==> src/rtl/dmem_arbiter_pkg.sv <==
// Shared definitions for the data-memory arbiter: lock state encoding and port indices.
package dmem_arbiter_pkg;

  localparam int unsigned NUM_PORTS = 2;

  localparam logic PORT_CORE = 1'b0;
  localparam logic PORT_DBG  = 1'b1;

  typedef enum logic [1:0] {
    LOCK_NONE = 2'd0,
    LOCK_P0   = 2'd1,
    LOCK_P1   = 2'd2
  } lock_state_t;

  // Lock state that gives exclusive ownership to the given port.
  function automatic lock_state_t lock_of(input logic port);
    return port ? LOCK_P1 : LOCK_P0;
  endfunction

endpackage

==> src/rtl/dmem_arb_grant.sv <==
// Combinational one-hot grant: lock owner only when locked, else the valid port
// or the preferred port on conflict.
module dmem_arb_grant
  import dmem_arbiter_pkg::*;
(
  input  logic                 enable,
  input  logic [NUM_PORTS-1:0] valid,
  input  lock_state_t          lock_state,
  input  logic                 prio,
  output logic [NUM_PORTS-1:0] grant
);

  always_comb begin
    grant = '0;
    if (enable) begin
      case (lock_state)
        LOCK_P0: grant[PORT_CORE] = valid[PORT_CORE];
        LOCK_P1: grant[PORT_DBG]  = valid[PORT_DBG];
        default: begin
          if (&valid) grant[prio] = 1'b1;
          else        grant = valid;
        end
      endcase
    end
  end

endmodule

==> src/rtl/dmem_arbiter.sv <==
// Two-port data-memory arbiter (core = port 0, debug/loader = port 1) with lock
// ownership and one-cycle response routing. Define DMEM_ARB_RR_EN for round-robin.
module dmem_arbiter
  import dmem_arbiter_pkg::*;
#(
  parameter int unsigned ADDR_W = 32,
  parameter int unsigned DATA_W = 32
) (
  input  logic              clk,
  input  logic              rst,
  input  logic              req0_valid,
  output logic              req0_ready,
  input  logic              req0_we,
  input  logic              req0_lock,
  input  logic [ADDR_W-1:0] req0_addr,
  input  logic [DATA_W-1:0] req0_wdata,
  output logic              rsp0_valid,
  output logic [DATA_W-1:0] rsp0_rdata,
  input  logic              req1_valid,
  output logic              req1_ready,
  input  logic              req1_we,
  input  logic              req1_lock,
  input  logic [ADDR_W-1:0] req1_addr,
  input  logic [DATA_W-1:0] req1_wdata,
  output logic              rsp1_valid,
  output logic [DATA_W-1:0] rsp1_rdata,
  output logic              mem_en,
  output logic              mem_we,
  output logic [ADDR_W-1:0] mem_addr,
  output logic [DATA_W-1:0] mem_wdata,
  input  logic [DATA_W-1:0] mem_rdata
);

  lock_state_t          lock_state;
  logic [NUM_PORTS-1:0] grant;
  logic                 prio;
  logic                 gnt_port;
  logic                 sel_lock;
  logic                 rsp_pend;
  logic                 rsp_port;
  logic                 rsp_we;

`ifdef DMEM_ARB_RR_EN
  logic last_port;

  // Last-granted pointer; resets to port 1 so port 0 wins the first conflict.
  always_ff @(posedge clk or negedge rst) begin
    if (!rst) begin
      last_port <= PORT_DBG;
    end else if (mem_en && lock_state == LOCK_NONE) begin
      last_port <= gnt_port;
    end
  end

  assign prio = ~last_port;
`else
  assign prio = PORT_CORE;
`endif

  // Grants are suppressed while reset is asserted.
  dmem_arb_grant u_grant (
    .enable     (rst),
    .valid      ({req1_valid, req0_valid}),
    .lock_state (lock_state),
    .prio       (prio),
    .grant      (grant)
  );

  assign req0_ready = grant[PORT_CORE];
  assign req1_ready = grant[PORT_DBG];
  assign gnt_port   = grant[PORT_DBG];

  // Memory request mux; all fields zero when nothing is granted.
  always_comb begin
    mem_en    = |grant;
    mem_we    = 1'b0;
    mem_addr  = '0;
    mem_wdata = '0;
    sel_lock  = 1'b0;
    if (grant[PORT_CORE]) begin
      mem_we    = req0_we;
      mem_addr  = req0_addr;
      mem_wdata = req0_wdata;
      sel_lock  = req0_lock;
    end else if (grant[PORT_DBG]) begin
      mem_we    = req1_we;
      mem_addr  = req1_addr;
      mem_wdata = req1_wdata;
      sel_lock  = req1_lock;
    end
  end

  // Lock FSM: only the owner can be granted while locked, so any grant in a
  // locked state is an owner access.
  always_ff @(posedge clk or negedge rst) begin
    if (!rst) begin
      lock_state <= LOCK_NONE;
    end else if (mem_en) begin
      case (lock_state)
        LOCK_NONE: if (sel_lock)  lock_state <= lock_of(gnt_port);
        default:   if (!sel_lock) lock_state <= LOCK_NONE;
      endcase
    end
  end

  // Response tag for the access issued this cycle.
  always_ff @(posedge clk or negedge rst) begin
    if (!rst) begin
      rsp_pend <= 1'b0;
      rsp_port <= PORT_CORE;
      rsp_we   <= 1'b0;
    end else begin
      rsp_pend <= mem_en;
      rsp_port <= gnt_port;
      rsp_we   <= mem_we;
    end
  end

  assign rsp0_valid = rsp_pend && (rsp_port == PORT_CORE);
  assign rsp1_valid = rsp_pend && (rsp_port == PORT_DBG);
  assign rsp0_rdata = (rsp0_valid && !rsp_we) ? mem_rdata : '0;
  assign rsp1_rdata = (rsp1_valid && !rsp_we) ? mem_rdata : '0;

endmodule

==> config.mk <==
export PLATFORM = sky130hd
export DESIGN_NAME = dmem_arbiter
export DESIGN_NICKNAME = d
export VERILOG_FILES = /design/src/rtl/dmem_arbiter_pkg.sv /design/src/rtl/dmem_arb_grant.sv /design/src/rtl/dmem_arbiter.sv
export SDC_FILE = /design/constraint.sdc
export NUM_CORES = 1
export LEC_CHECK = 0
export ABC_AREA = 1
export CORE_AREA = 2 2 119 121
export CTS_CLUSTER_DIAMETER = 200
export DETAILED_ROUTE_END_ITERATION = 16
export DIE_AREA = 0 0 121 123
export PLACE_DENSITY = 0.63
export SLEW_MARGIN = 30
export SYNTH_ARGS = -nofsm -noshare
export SYNTH_HDL_FRONTEND = slang
export SYNTH_SLANG_ARGS = --single-unit
==> constraint.sdc <==
create_clock -name clk -period 2.9 [get_ports clk]
set_clock_uncertainty 0.15 [all_clocks]
set_input_delay 0.29 -clock clk [delete_from_list [all_inputs] [get_ports clk]]
set_output_delay 0.29 -clock clk [all_outputs]
set_load 0.1 [all_outputs]
## Word-level counts from Yosys, hierarchy flattened

Index checks and enable logic that the tools add are counted.

| word-level totals | value |
|---|---|
| register bits after elaboration | 5 |
| word-level logic and storage cells | 36 |

| operators by class | value |
|---|---|
| equality and inequality tests | 4 |
| muxes and demuxes | 18 |
| bitwise gates (word level) | 1 |
| reductions and logical operators | 9 |

Operators with widths:

| cell | number |
|---|---|
| 32-bit two-way mux | 6 |
| 2-bit two-way mux | 6 |
| 1-bit logical AND | 4 |
| 1-bit two-way mux | 4 |
| 1-bit case mux with 2 select lines | 2 |
| 3-bit AND reduction | 1 |
| 2-bit by 1-bit == test with 1-bit output, second input constant | 1 |
| 2-bit == test, second input constant | 1 |
| 2-bit logical NOT | 1 |
| 2-bit by 1-bit inequality test with 1-bit output, second input constant | 1 |
| 2-bit inequality test, second input constant | 1 |
| 2-bit AND reduction | 1 |
| 2-bit OR reduction | 1 |
| 1-bit logical NOT | 1 |
| 1-bit NOT | 1 |

## Longest topological paths before layout

Gate-level depths: netlist of run 1.

| depth | value |
|---|---|
| depth in word-level cells | 8 |
| depth in mapped cells | 12 |
| depth with buffers taken out | 12 |

## Hierarchy

From an unflattened synthesis of run 1, not the netlist that was laid out.

| second synthesis, totals | value |
|---|---|
| cell total of the unflattened synthesis | 370 |
| area, all modules | 1,671.6 sq um |

Modules (own cells, without submodules):

| module | times used | cells each | area an instance (sq um) | seq. area each (sq um) |
|---|---|---|---|---|
| dmem_arbiter | 1 | 348 | 1,571.5 | 125.1 |
| dmem_arb_grant | 1 | 22 | 100.1 | 0.0 |

## Worst setup path after synthesis of run 1

Ideal clock, no wire load.

| timing path | value |
|---|---|
| path type | register -> output |
| start | register rsp_port |
| end | output port rsp0_rdata[10] |
| arrival time | 3.507 ns |
| required time | 2.460 ns |
| path slack | -1.047 ns |
| cell stages (with the launch flop) | 5 |
| path buffers | 1 |
| cell sequence | dfrtp_1 nor2_1 nand2_1 clkbuf_1 nor2_1 |

| on the way | value |
|---|---|
| cells in the longest elaborated chain, start to end | 4 |

Ends and longest elaborated chain:

| what | RTL line | text |
|---|---|---|
| start: declaration | dmem_arbiter.sv:40 | `logic rsp_port;` |
| start signal: assignment | dmem_arbiter.sv:114 | `rsp_port <= gnt_port;` |
| 1-bit NOT | dmem_arbiter.sv:119 | `assign rsp0_valid = rsp_pend && (rsp_port == PORT_CORE);` |
| 1-bit logical AND | dmem_arbiter.sv:119 |  |
| via rsp0_valid | dmem_arbiter.sv:17 | `output logic rsp0_valid,` |
| 1-bit logical AND | dmem_arbiter.sv:121 | `assign rsp0_rdata = (rsp0_valid && !rsp_we) ? mem_rdata : '0;` |
| 32-bit two-way mux | dmem_arbiter.sv:121 |  |
| end: declaration | dmem_arbiter.sv:18 | `output logic [DATA_W-1:0] rsp0_rdata,` |

The timed path passes the listed nets, and every way through them passes these cells.

## Worst setup path after layout of run 1

| timing path | value |
|---|---|
| start | register lock_state[0] |
| end | output port mem_addr[13] |

| on the way | value |
|---|---|
| cells in the longest elaborated chain, start to end | 5 |
| elaborated cells on any way between the ends | 7 |
| classes of those cells | eq/ne (2); mux (5) |

Ends and longest elaborated chain:

| what | RTL line | text |
|---|---|---|
| start: declaration | dmem_arbiter.sv:34 | `lock_state_t lock_state;` |
| start signal: assignment | dmem_arbiter.sv:100 | `LOCK_NONE: if (sel_lock) lock_state <= lock_of(gnt_port);` |
| 2-bit == test or 2-bit by 1-bit == test with 1-bit output (tied branches) | dmem_arb_grant.sv:16 | `case (lock_state)` |
| 1-bit case mux with 2 select lines | dmem_arb_grant.sv:16 |  |
| 2-bit two-way mux (*) | dmem_arb_grant.sv:15 | `if (enable) begin` |
| 32-bit two-way mux | dmem_arbiter.sv:85 | `end else if (grant[PORT_DBG]) begin` |
| 32-bit two-way mux (*) | dmem_arbiter.sv:80 | `if (grant[PORT_CORE]) begin` |
| end: declaration | dmem_arbiter.sv:29 | `output logic [ADDR_W-1:0] mem_addr,` |

Every way passes the cells marked *; elsewhere a longest branch is shown, timed or not.

==> results of run 1 <==
## kinds of logic (layout without fill, tap and decap cells)
logic type	after synthesis	after routing	synth area share, %
adder cells (fa/ha/maj)	3	3	2.224
AO/OA/AOI/OAI	67	67	20.09
buffers and inverters	73	359	20.01
AND/OR/NAND/NOR	218	218	50.26
flip-flops	5	5	7.413
## final cells by class
class	count	area share (%)
Sequential cell	5	1.968
Clock buffer	4	1.240
Multi-Input combinational cell	288	24.66
Inverter	46	2.715
Tap cell	180	3.542
Timing Repair Buffer	309	65.88
## registers in the layout, summed over array words and instances, names as in the netlist
register    flops
lock_state      2
rsp_pend        1
rsp_port        1
rsp_we          1
## stage by stage
stage	hold slack (ns)	util [%]	cell area, µm²	worst slack [ns]
detailed placement	0.3563	46.13	6280	0.2851
CTS	0.1499	46.71	6359	0.2700
global placement	0.3382	46.13	6280	0.3020
floorplan	-0.1556	-	2026	-0.7690
finish	0.1477	46.71	6359	0.2928
global route	0.1688	46.71	6359	0.1573
## per-layer routing
metal / wire length (µm) / vias to the layer above
met5: 0 / -
met4: 214 / 0
met3: 1263 / 16
met2: 6075 / 206
met1: 3954 / 1477
li1: - / 1680
## worst min-delay path by stage
stage / from / endpoint / depth (start not counted)
6_report: rst / lock_state[1] / 1
5_1_grt: rst / lock_state[1] / 1
4_1_cts: rst / lock_state[1] / 1
3_5_place_dp: lock_state[0] / lock_state[0] / 2
3_3_place_gp: lock_state[1] / lock_state[1] / 2
2_1_floorplan: rst / lock_state[0] / 0
## power breakdown
group / switching, mW / total [mW] / leakage [nW] / internal [mW]
Combinational: 4.06 / 5.97 / 2.68 / 1.91
Sequential: 0.0188 / 0.116 / 0.0659 / 0.0970
Clock: 0.0496 / 0.232 / 0.0382 / 0.183
Total: 4.13 / 6.31 / 2.78 / 2.19
## cell usage in the layout, fill, tap and decap left out, types with 3 or more instances in the layout
cell and n:
buf_12 116, buf_4 26, clkbuf_16 3, clkdlybuf4s50_1 167, dfrtp_1 5, ha_1 3, inv_1 43, inv_2 3
nand2_1 144, nand2_2 4, nor2_2 60, nor2_4 5, o21ai_0 18, o21ai_1 7, o21ai_2 41
==> run_results.csv, run 1 <==
group,metric,value,unit
global_route,grt_busiest_layer,"met2",
critical_path,rr_endpoint,"lock_state[0]",
critical_path,cp_slowest_cell,"dfrtp_1",
timing,fin_crit_sh,89.90,%
critical_path,critPathMaxStageDelay,0.37,ns
critical_path,critPathTopFamily,"buffers and inverters",
route,num_vias,3379,
global_route,use_met2,27.60,%
synth,yosysTopAreaCell,"nand2_1",
critical_path,crit_end,"mem_addr[13]",
die,core-area,0.01361,mm²
route,via_per_inst,4.061,
synth,synth_nets,537,
finish,layout.nets,824,
critical_path,crit_top_cell,"buf_12",
clocking,h-tree-depth,1,
finish,drive_gt1_share,39.88,%
synth,synth_flop_cell,"dfrtp_1",
synth,synthTopCellsByArea,"nand2_1 (32%), o21ai_0 (15%), nor2_1 (14%)",
die,ios,302,
finish,fin_cells,832,
power_and_ir_drop,p_leak,2.783,nW
clocking,numCtsBuffers,3,
die,start_util,12.40,%
placement,io_buffer_count,301,
global_route,use_met1,15.27,%
clocking,clkTransAtPathRegs,0.04,ns
hold_path,hold_path.class,"primary input to asynchronous set/reset pin",
critical_path,cp_num_cells,7,
placement,post-dp-hpwl,9.815,mm
die,fp.dieArea,0.01488,mm²
synth,yosysWarnings,0,
clocking,cts_setup_buffers,0,
finish,fillCellCount,1258,
clocking,hold_buffers,0,
critical_path,critical_path.startpoint,"lock_state[0]",
timing,final.setup.tns,0,ns
route,wl,11.51,mm
synth,yosysMostFrequentCell,"nand2_1",
clocking,insertion_delay,0.23,ns
route,first_pass_iters,4,
power_and_ir_drop,power_density,993.1,mW/mm²
finish,areaGrowthSynthToFinish,276.7,%
critical_path,criticalPathCategory,"flop to output pin",
timing,setup_violations,0,
power_and_ir_drop,peakVddDrop,0.5787,mV
critical_path,arrival,2.17,ns
job,maxCapViolations,0,
finish,n_antenna_cell,0,
synth,synth.distinct_cells,19,
clocking,cts-root-buf,"clkbuf_16",
clocking,clockBufferDepth,2,
synth,async_reset_ff_share,100.0,%
synth,syn_inst,366,
synth,netlist_area,0.001688,mm²
power_and_ir_drop,finalPower,6.315,mW
critical_path,path_cells,"inv_1 > ha_1 > nand2_1 > nand3_4 > buf_12 > o21ai_0 > buf_12",
global_route,grt_use_total,14.37,%
synth,ys_seq_elements,5,
synth,synth_top_area_share,32.47,%
synth,avgSynthCellArea,4.612,µm²
critical_path,r2r_cells,9,
synth,synth_edf_count,0,
critical_path,r2r_slack,0.82,ns
critical_path,end_kind,"output pin",
finish,regArea,125.1,µm²
global_route,grt_antenna_before_repair,0,
timing,fmax,383.6,MHz
route,avgRoutedWirePerCell,13.83,µm
critical_path,critPathLaunchType,"flop",
critical_path,cp_num_buf_inv,3,
timing,slew_violations,0,
global_route,use_met3,4.105,%
route,dr.first_iter.drc_count,109,
die,die_x,121,µm
clocking,clock-sinks,5,
critical_path,path_max_fanout,26,
route,drc,0,
timing,hold_violations,0,
synth,synthTopCellsByCount,"nand2_1 (146), nor2_1 (65), o21ai_0 (51), inv_1 (43), o21ai_1 (14)",
placement,place.gp.congestion,0.8094,
synth,yosysSeqAreaShare,7.413,%
outcome,status,"finished clean",
global_route,grt_pass1_wl,17.36,mm
timing,relSlewSlack,63.08,%
critical_path,cp.required,2.46,ns
route,final_antenna_net_count,0,
timing,period_minus_slack,2.607,ns
placement,placedCellCount,828,
clocking,cts_tree,"done",
clocking,cts_resized,0,
timing,tightest_slew,0.5537,ns
die,die_h,123,µm
timing,rsz0062_at_grt,"no",
global_route,grt_pass1_vias,3492,
finish,multi_input_area,0.001568,mm²
die,rows,43,
global_route,grt_overflow_total,0,
global_route,grt_max_degree,68,
critical_path,r2r-start,"lock_state[0]",
No activity file was read; power rests on OpenSTA's default activity.
==> inputs of run 2 (changes only) <==
SKIP_CTS_REPAIR_TIMING = 1   (was unset)
==> results of run 2 <==
Final layout, timing and power as in run 1 (identical DEF).
